File: config.mk
export PLATFORM = sky130hd
export DESIGN_NAME = musb_uart_rx
export DESIGN_NICKNAME = d
export VERILOG_FILES = /design/src/rtl/musb_uart_rx.sv
export SDC_FILE = /design/constraint.sdc
export NUM_CORES = 1
export LEC_CHECK = 0
export ABC_AREA = 1
export ABC_CLOCK_PERIOD_IN_PS = 1800
export CORE_MARGIN = 5
export CORE_UTILIZATION = 30
export DETAILED_ROUTE_END_ITERATION = 16
export GPL_ROUTABILITY_DRIVEN = 0
export RECOVER_POWER = 25
export SYNTH_ARGS = -nofsm -noshare
export SYNTH_HDL_FRONTEND = slang
export SYNTH_SLANG_ARGS = --single-unit
File: constraint.sdc
create_clock -name clk -period 1.8 [get_ports clk]
set_input_delay 0.36 -clock clk [delete_from_list [all_inputs] [get_ports clk]]
set_output_delay 0.36 -clock clk [all_outputs]
set_load 0.02 [all_outputs]
File: src/rtl/musb_uart_rx.sv
// UART receiver: 8 data bits LSB first, 1 stop bit, one-entry output register with ready/ack.
// Define MUSB_UART_RX_PARITY_EN to add an even-parity bit between the data and stop bits.
module musb_uart_rx #(
  parameter int unsigned BUS_FREQ = 100,
  parameter int unsigned BAUD     = 115200
) (
  input  logic       clk,
  input  logic       rst,
  input  logic       uart_rx,
  input  logic       rx_ack,
  output logic [7:0] rx_data,
  output logic       rx_ready,
  output logic       rx_overrun,
  output logic       rx_frame_error,
  output logic       rx_parity_error
);

  localparam int unsigned DIVISOR = (BUS_FREQ * 1000000) / BAUD;
  localparam int unsigned HALF    = DIVISOR / 2;
  localparam int unsigned CNT_W   = (DIVISOR > 1) ? $clog2(DIVISOR) : 1;

  generate
    if (DIVISOR < 4) begin : g_bad_divisor
      $error("musb_uart_rx: BUS_FREQ*1e6/BAUD must be at least 4");
    end
  endgenerate

`ifdef MUSB_UART_RX_PARITY_EN
  typedef enum logic [2:0] {S_IDLE, S_START, S_DATA, S_PARITY, S_STOP} state_t;
`else
  typedef enum logic [2:0] {S_IDLE, S_START, S_DATA, S_STOP} state_t;
`endif

  state_t           r_state, w_state_nxt;
  logic [1:0]       r_sync;
  logic [CNT_W-1:0] r_cnt, w_cnt_nxt;
  logic [2:0]       r_idx, w_idx_nxt;
  logic [7:0]       r_shift, w_shift_nxt;
  logic             r_armed, w_armed_nxt;
  logic [7:0]       w_data_nxt;
  logic             w_ready_nxt, w_ovr_nxt, w_ferr_nxt, w_byte_ok;
  logic             w_rxs, w_tick;
`ifdef MUSB_UART_RX_PARITY_EN
  logic             r_par, w_par_nxt, w_perr_nxt;
`endif

  assign w_rxs  = r_sync[1];
  assign w_tick = (r_cnt == CNT_W'(DIVISOR - 1));

  // Next-state, frame decoding and the output handshake.
  always_comb begin
    w_state_nxt = r_state;
    w_cnt_nxt   = r_cnt + CNT_W'(1);
    w_idx_nxt   = r_idx;
    w_shift_nxt = r_shift;
    w_armed_nxt = r_armed;
    w_data_nxt  = rx_data;
    w_ready_nxt = rx_ready;
    w_ovr_nxt   = rx_overrun;
    w_ferr_nxt  = 1'b0;
    w_byte_ok   = 1'b0;
`ifdef MUSB_UART_RX_PARITY_EN
    w_par_nxt   = r_par;
    w_perr_nxt  = 1'b0;
`endif
    case (r_state)
      S_IDLE: begin
        w_cnt_nxt = '0;
        if (w_rxs) w_armed_nxt = 1'b1;
        else if (r_armed) w_state_nxt = S_START;
      end
      S_START: begin
        if (r_cnt == CNT_W'(HALF - 1)) begin
          w_cnt_nxt = '0;
          w_idx_nxt = '0;
          w_state_nxt = w_rxs ? S_IDLE : S_DATA;
        end
      end
      S_DATA: begin
        if (w_tick) begin
          w_cnt_nxt   = '0;
          w_shift_nxt = {w_rxs, r_shift[7:1]};
          w_idx_nxt   = r_idx + 3'd1;
`ifdef MUSB_UART_RX_PARITY_EN
          if (r_idx == 3'd7) w_state_nxt = S_PARITY;
`else
          if (r_idx == 3'd7) w_state_nxt = S_STOP;
`endif
        end
      end
`ifdef MUSB_UART_RX_PARITY_EN
      S_PARITY: begin
        if (w_tick) begin
          w_cnt_nxt   = '0;
          w_par_nxt   = w_rxs;
          w_state_nxt = S_STOP;
        end
      end
`endif
      S_STOP: begin
        if (w_tick) begin
          w_cnt_nxt   = '0;
          w_state_nxt = S_IDLE;
          w_armed_nxt = 1'b0;
          if (!w_rxs) w_ferr_nxt = 1'b1;
`ifdef MUSB_UART_RX_PARITY_EN
          else if (^{r_shift, r_par}) w_perr_nxt = 1'b1;
`endif
          else w_byte_ok = 1'b1;
        end
      end
      default: w_state_nxt = S_IDLE;
    endcase

    // A same-cycle ack frees the slot, so a new byte replaces the old one.
    if (w_byte_ok) begin
      if (!rx_ready || rx_ack) begin
        w_data_nxt  = w_shift_nxt;
        w_ready_nxt = 1'b1;
        w_ovr_nxt   = 1'b0;
      end else begin
        w_ovr_nxt = 1'b1;
      end
    end else if (rx_ready && rx_ack) begin
      w_ready_nxt = 1'b0;
      w_ovr_nxt   = 1'b0;
    end
  end

  always_ff @(posedge clk) begin
    if (rst) begin
      r_sync         <= 2'b11;
      r_state        <= S_IDLE;
      r_cnt          <= '0;
      r_idx          <= '0;
      r_shift        <= '0;
      r_armed        <= 1'b0;
      rx_data        <= '0;
      rx_ready       <= 1'b0;
      rx_overrun     <= 1'b0;
      rx_frame_error <= 1'b0;
    end else begin
      r_sync         <= {r_sync[0], uart_rx};
      r_state        <= w_state_nxt;
      r_cnt          <= w_cnt_nxt;
      r_idx          <= w_idx_nxt;
      r_shift        <= w_shift_nxt;
      r_armed        <= w_armed_nxt;
      rx_data        <= w_data_nxt;
      rx_ready       <= w_ready_nxt;
      rx_overrun     <= w_ovr_nxt;
      rx_frame_error <= w_ferr_nxt;
    end
  end

`ifdef MUSB_UART_RX_PARITY_EN
  always_ff @(posedge clk) begin
    if (rst) begin
      r_par           <= 1'b0;
      rx_parity_error <= 1'b0;
    end else begin
      r_par           <= w_par_nxt;
      rx_parity_error <= w_perr_nxt;
    end
  end
`else
  assign rx_parity_error = 1'b0;
`endif

endmodule

* After elaboration in Yosys (flattened, before gate mapping)
Index checks and enable logic that the tools add are counted.
** Cells by class
- Add/subtract/negate cells :: 2
- Reduce and logical (&&, ||, !) cells :: 14
- Equal/unequal tests :: 14
- Bitwise gates (word level) :: 2
- Mux-type cells :: 28
** Operators with widths (count)
- $pmux W10 S3 :: 1
- $mux W3 :: 8
- $mux W10 :: 2
- $mux W8 :: 2
- $ne A2 B2 Y1 const B :: 7
- $pmux W3 S4 :: 1
- $mux W1 :: 11
- $add A10 B1 Y10 const B :: 1
- $eq A10 B10 Y1 const B :: 1
- $eq A10 B9 Y1 const B :: 1
- $eq A3 B2 Y1 const B :: 2
- $pmux W3 S2 :: 1
- $reduce_and A3 Y1 :: 2
- $reduce_and A6 Y1 :: 1
- $reduce_bool A2 Y1 :: 3
- $reduce_and A2 Y1 :: 2
- $add A3 B1 Y3 const B :: 1
- $eq A3 B1 Y1 const B :: 1
- $eq A3 B3 Y1 const B :: 1
- $logic_not A3 Y1 :: 1
- $reduce_or A3 Y1 :: 1
- $mux W2 :: 1
- $ne A2 B1 Y1 const B :: 1
- $not A1 Y1 :: 2
- 5 further kinds :: 5
** Storage, ports and cells
- Register bits after elaboration :: 38
- Input port bits :: 4
- Output and inout port bits :: 12

* Longest topological paths before layout
Gate-level depths: netlist of run 1.
- Depth after elaboration :: 5
- Gate-level depth with buffers :: 10

* Worst setup path before layout of run 1
Ideal clock, no wire load.
- Path type :: flip-flop to flip-flop
- Start point :: register r_cnt[0]
- End point :: register r_cnt[5]
- Stages on the path, launching flop included :: 10
- Arrival :: 1359 ps
- Library setup time :: 118 ps
- Slack :: 323 ps
- Cell sequence :: dfxtp_1 ha_1 nand3_4 nor2_4 buf_6 nand2_2 nand2_2 nand2_1 nand2_2 nor2_1
** Between the ends
- Word-level cells in the longest chain between the ends :: 3
** Ends and longest elaborated chain
- start, declared :: line 36 : logic [CNT_W-1:0] r_cnt, w_cnt_nxt;
- start signal, assigned :: line 145 : r_cnt <= w_cnt_nxt;
- $add A10 B1 Y10, or another cell as far along :: line 53 : w_cnt_nxt = r_cnt + CNT_W'(1);
- $mux W10, on equally long branches :: line 80, 101, 73
- $pmux W10 S3 * :: line 66 : case (r_state)
Every way passes the cells marked *; elsewhere a longest branch is shown, timed or not.
A chain may end at the register's enable or synchronous reset.

* Worst setup path in the final report of run 1
- Start point :: register r_cnt[1]
- End point :: register rx_data[6]
** Between the ends
- Word-level cells in the longest chain between the ends :: 4
** Ends and longest elaborated chain
- $eq A10 B10 Y1 * :: line 48 : assign w_tick = (r_cnt == CNT_W'(DIVISOR - 1));
- $mux W1 :: line 101 : if (w_tick) begin
- $mux W1 :: line 66
- $reduce_and A2 Y1 (no line)
- end signal, assigned :: line 149 : rx_data <= w_data_nxt;
- end, declared :: line 11 : output logic [7:0] rx_data,
Marked as above.

==> impl_metrics.py, run 1 <==
metrics = {
    "layout": {
        "mostFrequentLayoutCells": "nand2_1, dfxtp_1, inv_1, nor2_1, nand3_1",
        "multi_input_area_um2": 786,
        "layout_commonest_cell": "nand2_1",
        "drive_gt1_frac": 0.120,
        "seqCellArea_um2": 741,
        "nNetsFinal": 256,
        "antennaDiodeCount": 0,
        "fill_cells": 566,
        "fin_cells": 321,
        "syn_to_final_growth_pct": 20.3,
    },
    "floorplan": {
        "die_h_um": 85.4,
        "die_area_um2": 7300,
        "boundaryPins": 16,
        "die_x_um": 85.4,
        "initial_core_util": 0.310,
        "fp.coreArea_um2": 5510,
        "rows": 27,
    },
    "synthesis": {
        "synth_edf_count": 0,
        "synth_nets": 233,
        "synth_cells": 225,
        "ys_ff_latch": 37,
        "yosys_warnings": 0,
        "async_flop_share": 0,
        "syn_area_um2": 1710,
        "ys_seq_area_frac": 0.434,
        "ys_types": 25,
        "synth_ff_type": "dfxtp_1",
        "postSynthAreaPerCell_um2": 7.59,
    },
    "pwr": {
        "combPwrFrac": 0.120,
        "vdd_drop_max_mv": 0.499,
        "pwr-share-seq": 0.481,
        "total_power_uw": 1830,
        "swShare": 0.248,
        "leakagePower_uw": 0.000887,
        "switching_power_uw": 453,
        "p_per_area_nw_per_um2": 889,
        "power_report.internal_total_uw": 1370,
        "clkPwrFrac": 0.399,
    },
    "routing": {
        "wl_um": 3220,
        "drtPass1Iterations": 4,
        "drtAntennaViolNets": 0,
        "drt_iter0_markers": 56,
        "wl_per_cell_um": 10.0,
        "drcViolationCount": 0,
        "route.vias.total": 1387,
        "viasPerCell": 4.32,
    },
    "worst_setup_path": {
        "timing.rr.start": "r_cnt[1]",
        "critical_path_class": "register to register",
        "arrival_ns": 1.83,
        "slowest_delay_ns": 0.37,
        "rr_worst_depth": 8,
        "rrSetupSlack_ns": 0.19,
        "crit_top_cell": "nand3_4",
        "path_max_fanout": 9,
        "reg2reg_to": "rx_data[6]",
        "crit_path_cell_trace": "ha_1 > nand3_4 > nor2_4 > buf_4 > nand3_4 > nand2_1 > nand3_1 > a21oi_1",
        "cp-start-kind": "register",
        "cp_slowest_cell": "dfxtp_1",
        "cp-end-kind": "register",
        "required_ns": 2.01,
    },
    "place": {
        "dp_hpwl_um": 2540,
        "dp.cells": 313,
        "numPortBuffers": 14,
    },
    "clock_network": {
        "cts_sinks": 37,
        "htree_num_levels": 2,
        "postCtsSetupBuffers": 0,
        "cts.clk_slew.worst_paths_ns": 0.07,
        "clock-root-buffer": "clkbuf_8",
        "cts_tree": "built",
        "clock_latency_ns": 0.28,
        "numCtsBuffers": 5,
        "cts_buffer_depth": 2,
    },
    "grt": {
        "first_global_vias": 1294,
        "grt_pass1_wl_um": 5750,
        "antenna_found_initial": 0,
        "grt.total_usage": 0.0973,
        "grt_max_degree": 12,
        "gr-total-overflow": 0,
    },
    "hold_path": {
        "hp-start": "r_sync[0]",
        "hold_path_class": "register to register",
        "worstHoldPathCells": 1,
        "hold_path_end": "r_sync[1]",
    },
    "sta": {
        "period_minus_slack_ns": 1.61,
        "hold_violations": 0,
        "max_freq_mhz": 620,
        "rsz0062_at_grt": "no",
        "slew_violations": 0,
        "finalSetupViolCount": 0,
        "layout_worst_path_cycle_share": 0.897,
        "skew_ns": 0.00702,
        "setup_tns_ns": 0,
    },
    "flow_run": {
        "timing.max_cap.violations": 0,
    },
    "outcome": {
        "status": "complete, no violations",
    },
}
## state kept, by name (all words and copies together) (netlist names)
register,flops
r_shift,8
r_sync,2
r_armed,1
r_idx,3
rx_frame_error,1
r_state,2
r_cnt,10
rx_data,8
rx_overrun,1
rx_ready,1
## worst max path at each step
stage | start | end | slack (ns) | cells after the start
6_report | r_cnt[1] | rx_data[6] | 0.19 | 8
5_1_grt | r_cnt[1] | rx_data[4] | 0.01 | 8
2_1_floorplan | r_cnt[0] | r_cnt[5] | 0.32 | 9
3_5_place_dp | rx_ack | rx_data[1] | 0.13 | 5
4_1_cts | r_cnt[1] | rx_data[6] | 0.16 | 8
3_3_place_gp | rx_ack | rx_data[0] | 0.16 | 5
## power by group through the flow
stage                     combinational [uW]  sequential (uW)  clock, uW
after floorplan                          171              898          0
after global placement                   234              896          0
after detailed placement                 235              898          0
after CTS                                236              879        744
after global routing                     251              884        784
final                                    219              879        728
## layout make-up
| type | instances | area share |
|---|---|---|
| clock buffer | 7 | 0.0420 |
| multi-input combinational | 148 | 0.383 |
| inverter | 34 | 0.0622 |
| sequential | 37 | 0.361 |
| timing repair buffer | 22 | 0.0938 |
| tap | 72 | 0.0439 |
| clock inverter | 1 | 0.0146 |
## layer usage
layer / global-route usage / wire length [um] / vias to the layer above
li1: - / - / 747
met1: 0.126 / 1610 / 617
met2: 0.154 / 1470 / 19
met3: 0.0194 / 77 / 4
met4: 0.0475 / 61 / 0
met5: 0 / 0 / -
## cell families after synthesis
group	share of synthesized area
and+or+nand+nor	0.342
buffers and inverters	0.106
DFF	0.434
AOI/OAI and AO/OA	0.0462
xor gates and xnor gates	0.0411
adders and majority gates	0.0293
other	0.00220
## Yosys cell counts (2+ instances only)
cell     number  area share
nand2_2       3       0.011
nor3_1        3      0.0088
ha_1          4       0.029
nand2_1      43       0.095
inv_1        33       0.073
buf_4         2      0.0088
dfxtp_1      37        0.43
nand4_1      10       0.037
nor2_2        3       0.011
or2_2         3       0.011
nand3_2       3       0.018
buf_6         3       0.020
nand3_4       2       0.021
a21oi_1      13       0.038
nand3_1      15       0.044
nor2_1       33       0.073
xor2_1        7       0.036
## metrics by stage
| step | setup WS, ns | hold slack (ns) | instance area (um^2) | util |
|---|---|---|---|---|
| 3_5_place_dp | 0.127 | 0.404 | 1940 | 0.353 |
| 4_1_cts | 0.157 | 0.422 | 2060 | 0.374 |
| 3_3_place_gp | 0.158 | 0.392 | 1940 | 0.353 |
| 2_1_floorplan | 0.323 | 0.389 | 1710 | - |
| 6_report | 0.186 | 0.419 | 2050 | 0.373 |
| 5_1_grt | 0.0123 | 0.443 | 2050 | 0.373 |
## worst max-delay path: cells and delay by family, from the launching register on
family	cells	cell delay, ns
simple gates	5	0.58
flops	1	0.37
fa+ha+maj	1	0.28
buf+inv	1	0.17
compound gates	1	0.15
## what timing repair did
action,in CTS,in global routing
hold buffers,0,0
hold endpoints to repair,0,0
endpoints found under the setup margin,0,3
gates resized for setup,0,1
Note: power is estimated with default switching activity, not from simulation.
==> inputs of run 2 (changes only) <==
- ABC_CLOCK_PERIOD_IN_PS: 1800 -> 1900
- clock period: 1.8 -> 1.9 ns (I/O delays scaled with it)
==> run 2 against run 1 <==
Effect of this change:
- hold slack worse by 0.0059 ns
- clock power fell by 10%
- utilization is 0.52 points lower
- critical path type is now register to output pin
- critical endpoint is now rx_ready
- highest routed layer unchanged
==> impl_metrics.py, run 2 (synthesis gave the netlist of run 1 again) <==
metrics = {
    "sta": {
        "hold_ws_ns": 0.413,
        "slew_violations": 0,
        "setup_ws_ns": 0.271,
        "rsz0062_at_grt": "no",
        "setup_tns_ns": 0,
        "period_minus_slack_ns": 1.63,
        "max_freq_mhz": 614,
        "hold_violations": 0,
        "layout_worst_path_cycle_share": 0.858,
        "skew_ns": 0.00495,
        "finalSetupViolCount": 0,
    },
    "routing": {
        "viasPerCell": 4.34,
        "drt_iter0_markers": 61,
        "wl_um": 3330,
        "route.vias.total": 1386,
        "drtPass1Iterations": 4,
        "drtAntennaViolNets": 0,
        "wl_per_cell_um": 10.4,
        "drcViolationCount": 0,
    },
    "floorplan": {
        "die_area_um2": 7300,
        "die_x_um": 85.4,
        "boundaryPins": 16,
        "fp.coreArea_um2": 5510,
        "die_h_um": 85.4,
        "rows": 27,
        "initial_core_util": 0.310,
    },
    "worst_setup_path": {
        "arrival_ns": 1.25,
        "rr_worst_depth": 8,
        "crit_path_cell_trace": "clkdlybuf4s50_1",
        "rrSetupSlack_ns": 0.28,
        "cp-start-kind": "register",
        "slowest_delay_ns": 0.61,
        "crit_buf_inv": 1,
        "required_ns": 1.52,
        "timing.rr.start": "r_cnt[1]",
        "cp_slowest_cell": "clkdlybuf4s50_1",
        "critical_path_class": "register to output pin",
        "reg2reg_to": "rx_data[7]",
        "cp-end-kind": "output pin",
        "path_max_fanout": 3,
        "critPathTopFamily": "buffers and inverters",
    },
    "pwr": {
        "total_power_uw": 1700,
        "vdd_drop_max_mv": 0.520,
        "p_per_area_nw_per_um2": 841,
        "leakagePower_uw": 0.000874,
    },
    "layout": {
        "mostFrequentLayoutCells": "nand2_1, dfxtp_1, inv_1, nor2_1, nand3_1",
        "syn_to_final_growth_pct": 18.6,
        "nNetsFinal": 255,
        "largest_reg_flops": 10,
        "antennaDiodeCount": 0,
        "top_register": "r_cnt",
        "drive_gt1_frac": 0.109,
        "layout_commonest_cell": "nand2_1",
        "reg_top3": "r_cnt x10, r_shift x8, rx_data x8",
    },
    "grt": {
        "grt.total_usage": 0.0988,
        "grt_pass1_wl_um": 5840,
        "gr-total-overflow": 0,
        "grt_max_degree": 12,
        "first_global_vias": 1302,
        "antenna_found_initial": 0,
    },
    "place": {
        "dp_hpwl_um": 2510,
        "numPortBuffers": 14,
        "place_ws_ns": 0.200,
    },
    "outcome": {
        "status": "complete, no violations",
    },
    "hold_path": {
        "hold_path_class": "register to register",
        "hold_path_end": "r_sync[1]",
        "worstHoldPathCells": 1,
        "hp-start": "r_sync[0]",
    },
    "clock_network": {
        "cts_sinks": 37,
        "htree_num_levels": 2,
        "clock_latency_ns": 0.29,
        "cts.clk_slew.worst_paths_ns": 0.07,
        "clock-root-buffer": "clkbuf_8",
        "cts_hold_repair.buffers": 0,
        "cts_buffer_depth": 2,
        "cts_tree": "built",
        "numCtsBuffers": 5,
    },
    "flow_run": {
        "timing.max_cap.violations": 0,
    },
}
## run 2: repair_timing
action | 4_1_cts | 5_1_grt
buffers inserted | 0 | 0
setup endpoints to repair | 0 | 1
gates resized for setup | 0 | 1
## run 2: how the worst max path moves through the flow
stage	start	to	slack (ns)	cells after the start
2_1_floorplan	r_cnt[0]	r_cnt[5]	0.42	9
3_3_place_gp	rx_ack	rx_overrun	0.21	5
3_5_place_dp	rx_ack	rx_data[7]	0.20	5
4_1_cts	r_cnt[1]	rx_data[7]	0.21	7
5_1_grt	r_cnt[1]	rx_data[4]	0.07	8
6_report	rx_ready	rx_ready	0.27	1
## run 2: layout make-up
cell class	instances	area (um^2)
Inverter	34	128
Fill cell	599	3480
Clock buffer	5	68.8
Sequential cell	37	741
Timing Repair Buffer	21	181
Multi-Input combinational cell	148	781
Tap cell	72	90.1
Clock inverter	2	35.0
## run 2: through the flow
stage | utilization | cells | instance area (um^2)
floorplan | - | 225 | 1710
global placement | 0.352 | 312 | 1940
detailed placement | 0.352 | 312 | 1940
CTS | 0.371 | 319 | 2040
global route | 0.368 | 319 | 2020
finish | 0.368 | 319 | 2020
## run 2: layer usage
metal  vias to the layer above  GRT usage  share of wire
met1                       619      0.126           0.49
met5                         -          0              0
met2                        15      0.157           0.46
li1                        746          -              -
met4                         0     0.0475          0.021
met3                         6     0.0214          0.024
## run 2: power by group
| group | leakage (uW) | switching (uW) | internal, uW |
|---|---|---|---|
| combinational | 0.000521 | 140 | 77.8 |
| clock | 0.0000540 | 272 | 381 |
| sequential | 0.000299 | 26.5 | 805 |
## run 2: worst register-to-register path: cells and delay by family, from the launching register on
family | cells | cell delay, ns
AND/OR/NAND/NOR | 6 | 0.71
flip-flops | 1 | 0.37
adder cells (fa/ha/maj) | 1 | 0.30
AO/OA/AOI/OAI | 1 | 0.11
==> inputs of run 3 (changes only) <==
- ABC_CLOCK_PERIOD_IN_PS: 1900 -> 1400
- clock period: 1.9 -> 1.4 ns (I/O delays scaled with it)
==> run 3 against run 2 <==
Effect of this change:
- count of clock-buffer cells in the layout rose by 1
- critical endpoint is now rx_data[0]
- power up 50%
- sequential cell count unchanged
- design area is 16% higher
- cell count increased by 5.0%
- the run now ends with negative setup slack left
- sequential share of layout area shrank 5.0 points
- routed wire length increased by 12%
- via count increased by 6.8%
- critical path type is now register to register
- combinational power increased by 110%
- clock skew is 0.0035 ns higher
- sequential power increased by 37%
- clock power grew 49%
==> impl_metrics.py, run 3 (synthesis gave the netlist of run 1 again) <==
metrics = {
    "sta": {
        "layout_worst_path_cycle_share": 1.00,
        "max_freq_mhz": 712,
        "finalSetupViolCount": 4,
        "rsz0062_at_grt": "yes",
        "period_minus_slack_ns": 1.40,
        "skew_ns": 0.00843,
        "setup_tns_ns": -0.00848,
        "hold_ws_ns": 0.412,
        "slew_violations": 0,
        "hold_violations": 0,
        "setup_ws_ns": -0.00455,
    },
    "worst_setup_path": {
        "crit_top_cell": "nand3_4",
        "required_ns": 1.64,
        "reg2reg_to": "rx_data[0]",
        "cp-start-kind": "register",
        "arrival_ns": 1.64,
        "rrSetupSlack_ns": -0.005,
        "crit_path_cell_trace": "ha_4 > nand3_4 > nor2_4 > nand3_4 > nand2_1 > nand3_2 > a21oi_2",
        "cp_slowest_cell": "dfxtp_2",
        "slowest_delay_ns": 0.37,
        "cp-end-kind": "register",
        "path_max_fanout": 9,
        "timing.rr.start": "r_cnt[0]",
        "critical_path_class": "register to register",
        "crit_start": "r_cnt[0]",
        "rr_worst_depth": 7,
    },
    "layout": {
        "drive_gt1_frac": 0.278,
        "post-route-util": 0.428,
        "syn_to_final_growth_pct": 38.0,
        "fill_cells": 559,
        "seqCellArea_um2": 743,
        "multi_input_area_um2": 962,
        "reg_top3": "r_cnt x10, r_shift x8, rx_data x8",
        "largest_reg_flops": 10,
        "nNetsFinal": 270,
        "mostFrequentLayoutCells": "nand2_1, dfxtp_1, inv_1",
        "top_register": "r_cnt",
        "final_area_um2": 2360,
        "layout_commonest_cell": "nand2_1",
        "antennaDiodeCount": 0,
    },
    "pwr": {
        "clkPwrFrac": 0.381,
        "swShare": 0.279,
        "pwr-share-seq": 0.444,
        "vdd_drop_max_mv": 0.540,
        "total_power_uw": 2560,
        "switching_power_uw": 712,
        "combPwrFrac": 0.174,
        "leakagePower_uw": 0.00104,
        "p_per_area_nw_per_um2": 1090,
        "power_report.internal_total_uw": 1840,
    },
    "routing": {
        "viasPerCell": 4.42,
        "drcViolationCount": 0,
        "drt_iter0_markers": 75,
        "wl_per_cell_um": 11.1,
        "wl_um": 3710,
        "route.vias.total": 1480,
        "drtAntennaViolNets": 0,
        "drtPass1Iterations": 4,
    },
    "grt": {
        "gr-total-overflow": 0,
        "grt.total_usage": 0.104,
        "antenna_found_initial": 0,
        "grt_max_degree": 13,
        "first_global_vias": 1381,
        "grt_pass1_wl_um": 6130,
    },
    "floorplan": {
        "die_area_um2": 7300,
        "fp.coreArea_um2": 5510,
        "die_x_um": 85.4,
        "boundaryPins": 16,
        "rows": 27,
        "initial_core_util": 0.310,
        "die_h_um": 85.4,
    },
    "hold_path": {
        "hp-start": "r_sync[0]",
        "hold_path_end": "r_sync[1]",
        "worstHoldPathCells": 1,
        "hold_path_class": "register to register",
    },
    "place": {
        "dp_hpwl_um": 2520,
        "numPortBuffers": 14,
        "post_dp_cell_area_um2": 2070,
    },
    "clock_network": {
        "htree_num_levels": 2,
        "cts_buffer_depth": 2,
        "cts_tree": "built",
        "clock_latency_ns": 0.29,
        "numCtsBuffers": 5,
        "cts_sinks": 37,
        "clock-root-buffer": "clkbuf_8",
        "cts.clk_slew.worst_paths_ns": 0.08,
    },
    "flow_run": {
        "timing.max_cap.violations": 0,
    },
    "outcome": {
        "violations": "negative setup slack",
        "status": "finished with violations",
    },
}
run 3: changes by cell type in the layout (fill, tap and decap cells not counted), moves of 6 or more:
cell | previous run | this run
nand3_1 | 17 | 8
buf_4 | 4 | 16
nand3_2 | 1 | 8
clkdlybuf4s50_1 | 13 | 3
dlygate4sd2_1 | 0 | 11
nor2_2 | 2 | 8
nor2_1 | 33 | 25
run 3: worst max-delay path by stage:
stage | end | slack, ns
CTS | rx_data[2] | -0.002
global placement | rx_data[4] | -0.17
global route | rx_data[3] | -0.12
floorplan | r_cnt[5] | 0.03
finish | rx_data[0] | -0.005
detailed placement | rx_data[2] | -0.20
run 3: layout make-up:
type / count / area share
well taps: 72 / 0.0382
multi-input cells: 149 / 0.408
inverters: 34 / 0.0542
clock inverters: 2 / 0.0159
flip-flops and latches: 37 / 0.315
clock buffers: 6 / 0.0351
repair buffers: 35 / 0.133
run 3: per-layer routing:
| layer | wire [um] | vias to the layer above | GRT usage |
|---|---|---|---|
| met5 | 0 | - | 0 |
| met2 | 1780 | 17 | 0.169 |
| met4 | 72 | 0 | 0.0518 |
| met3 | 90 | 6 | 0.0252 |
| met1 | 1770 | 678 | 0.128 |
| li1 | - | 779 | - |
run 3: power groups by stage:
stage | Combinational (uW) | Clock [uW] | Sequential [uW]
final | 445 | 975 | 1140
after global routing | 493 | 1050 | 1140
after CTS | 349 | 1000 | 1140
after detailed placement | 337 | 0 | 1160
after global placement | 337 | 0 | 1160
after floorplan | 220 | 0 | 1160
run 3: repair_timing:
action                     CTS  global route
hold endpoints to repair     0             0
gates cloned                 0             1
resized for setup           17            33
pin swaps                    2            16
buffers inserted             1             2
setup endpoints to repair   31            32
hold buffers                 0             0
run 3: stage by stage:
stage	worst slack, ns	std cells
final	-0.00455	335
after global placement	-0.168	325
after CTS	-0.00161	334
after detailed placement	-0.199	325
after floorplan	0.0299	225
after global routing	-0.118	335
run 3: worst max-delay path: cells and delay by family, from the launching register on:
family	cells	cell delay (ns)
AO/OA/AOI/OAI	1	0.13
adder cells (fa/ha/maj)	1	0.15
flip-flops	1	0.37
AND/OR/NAND/NOR	5	0.68
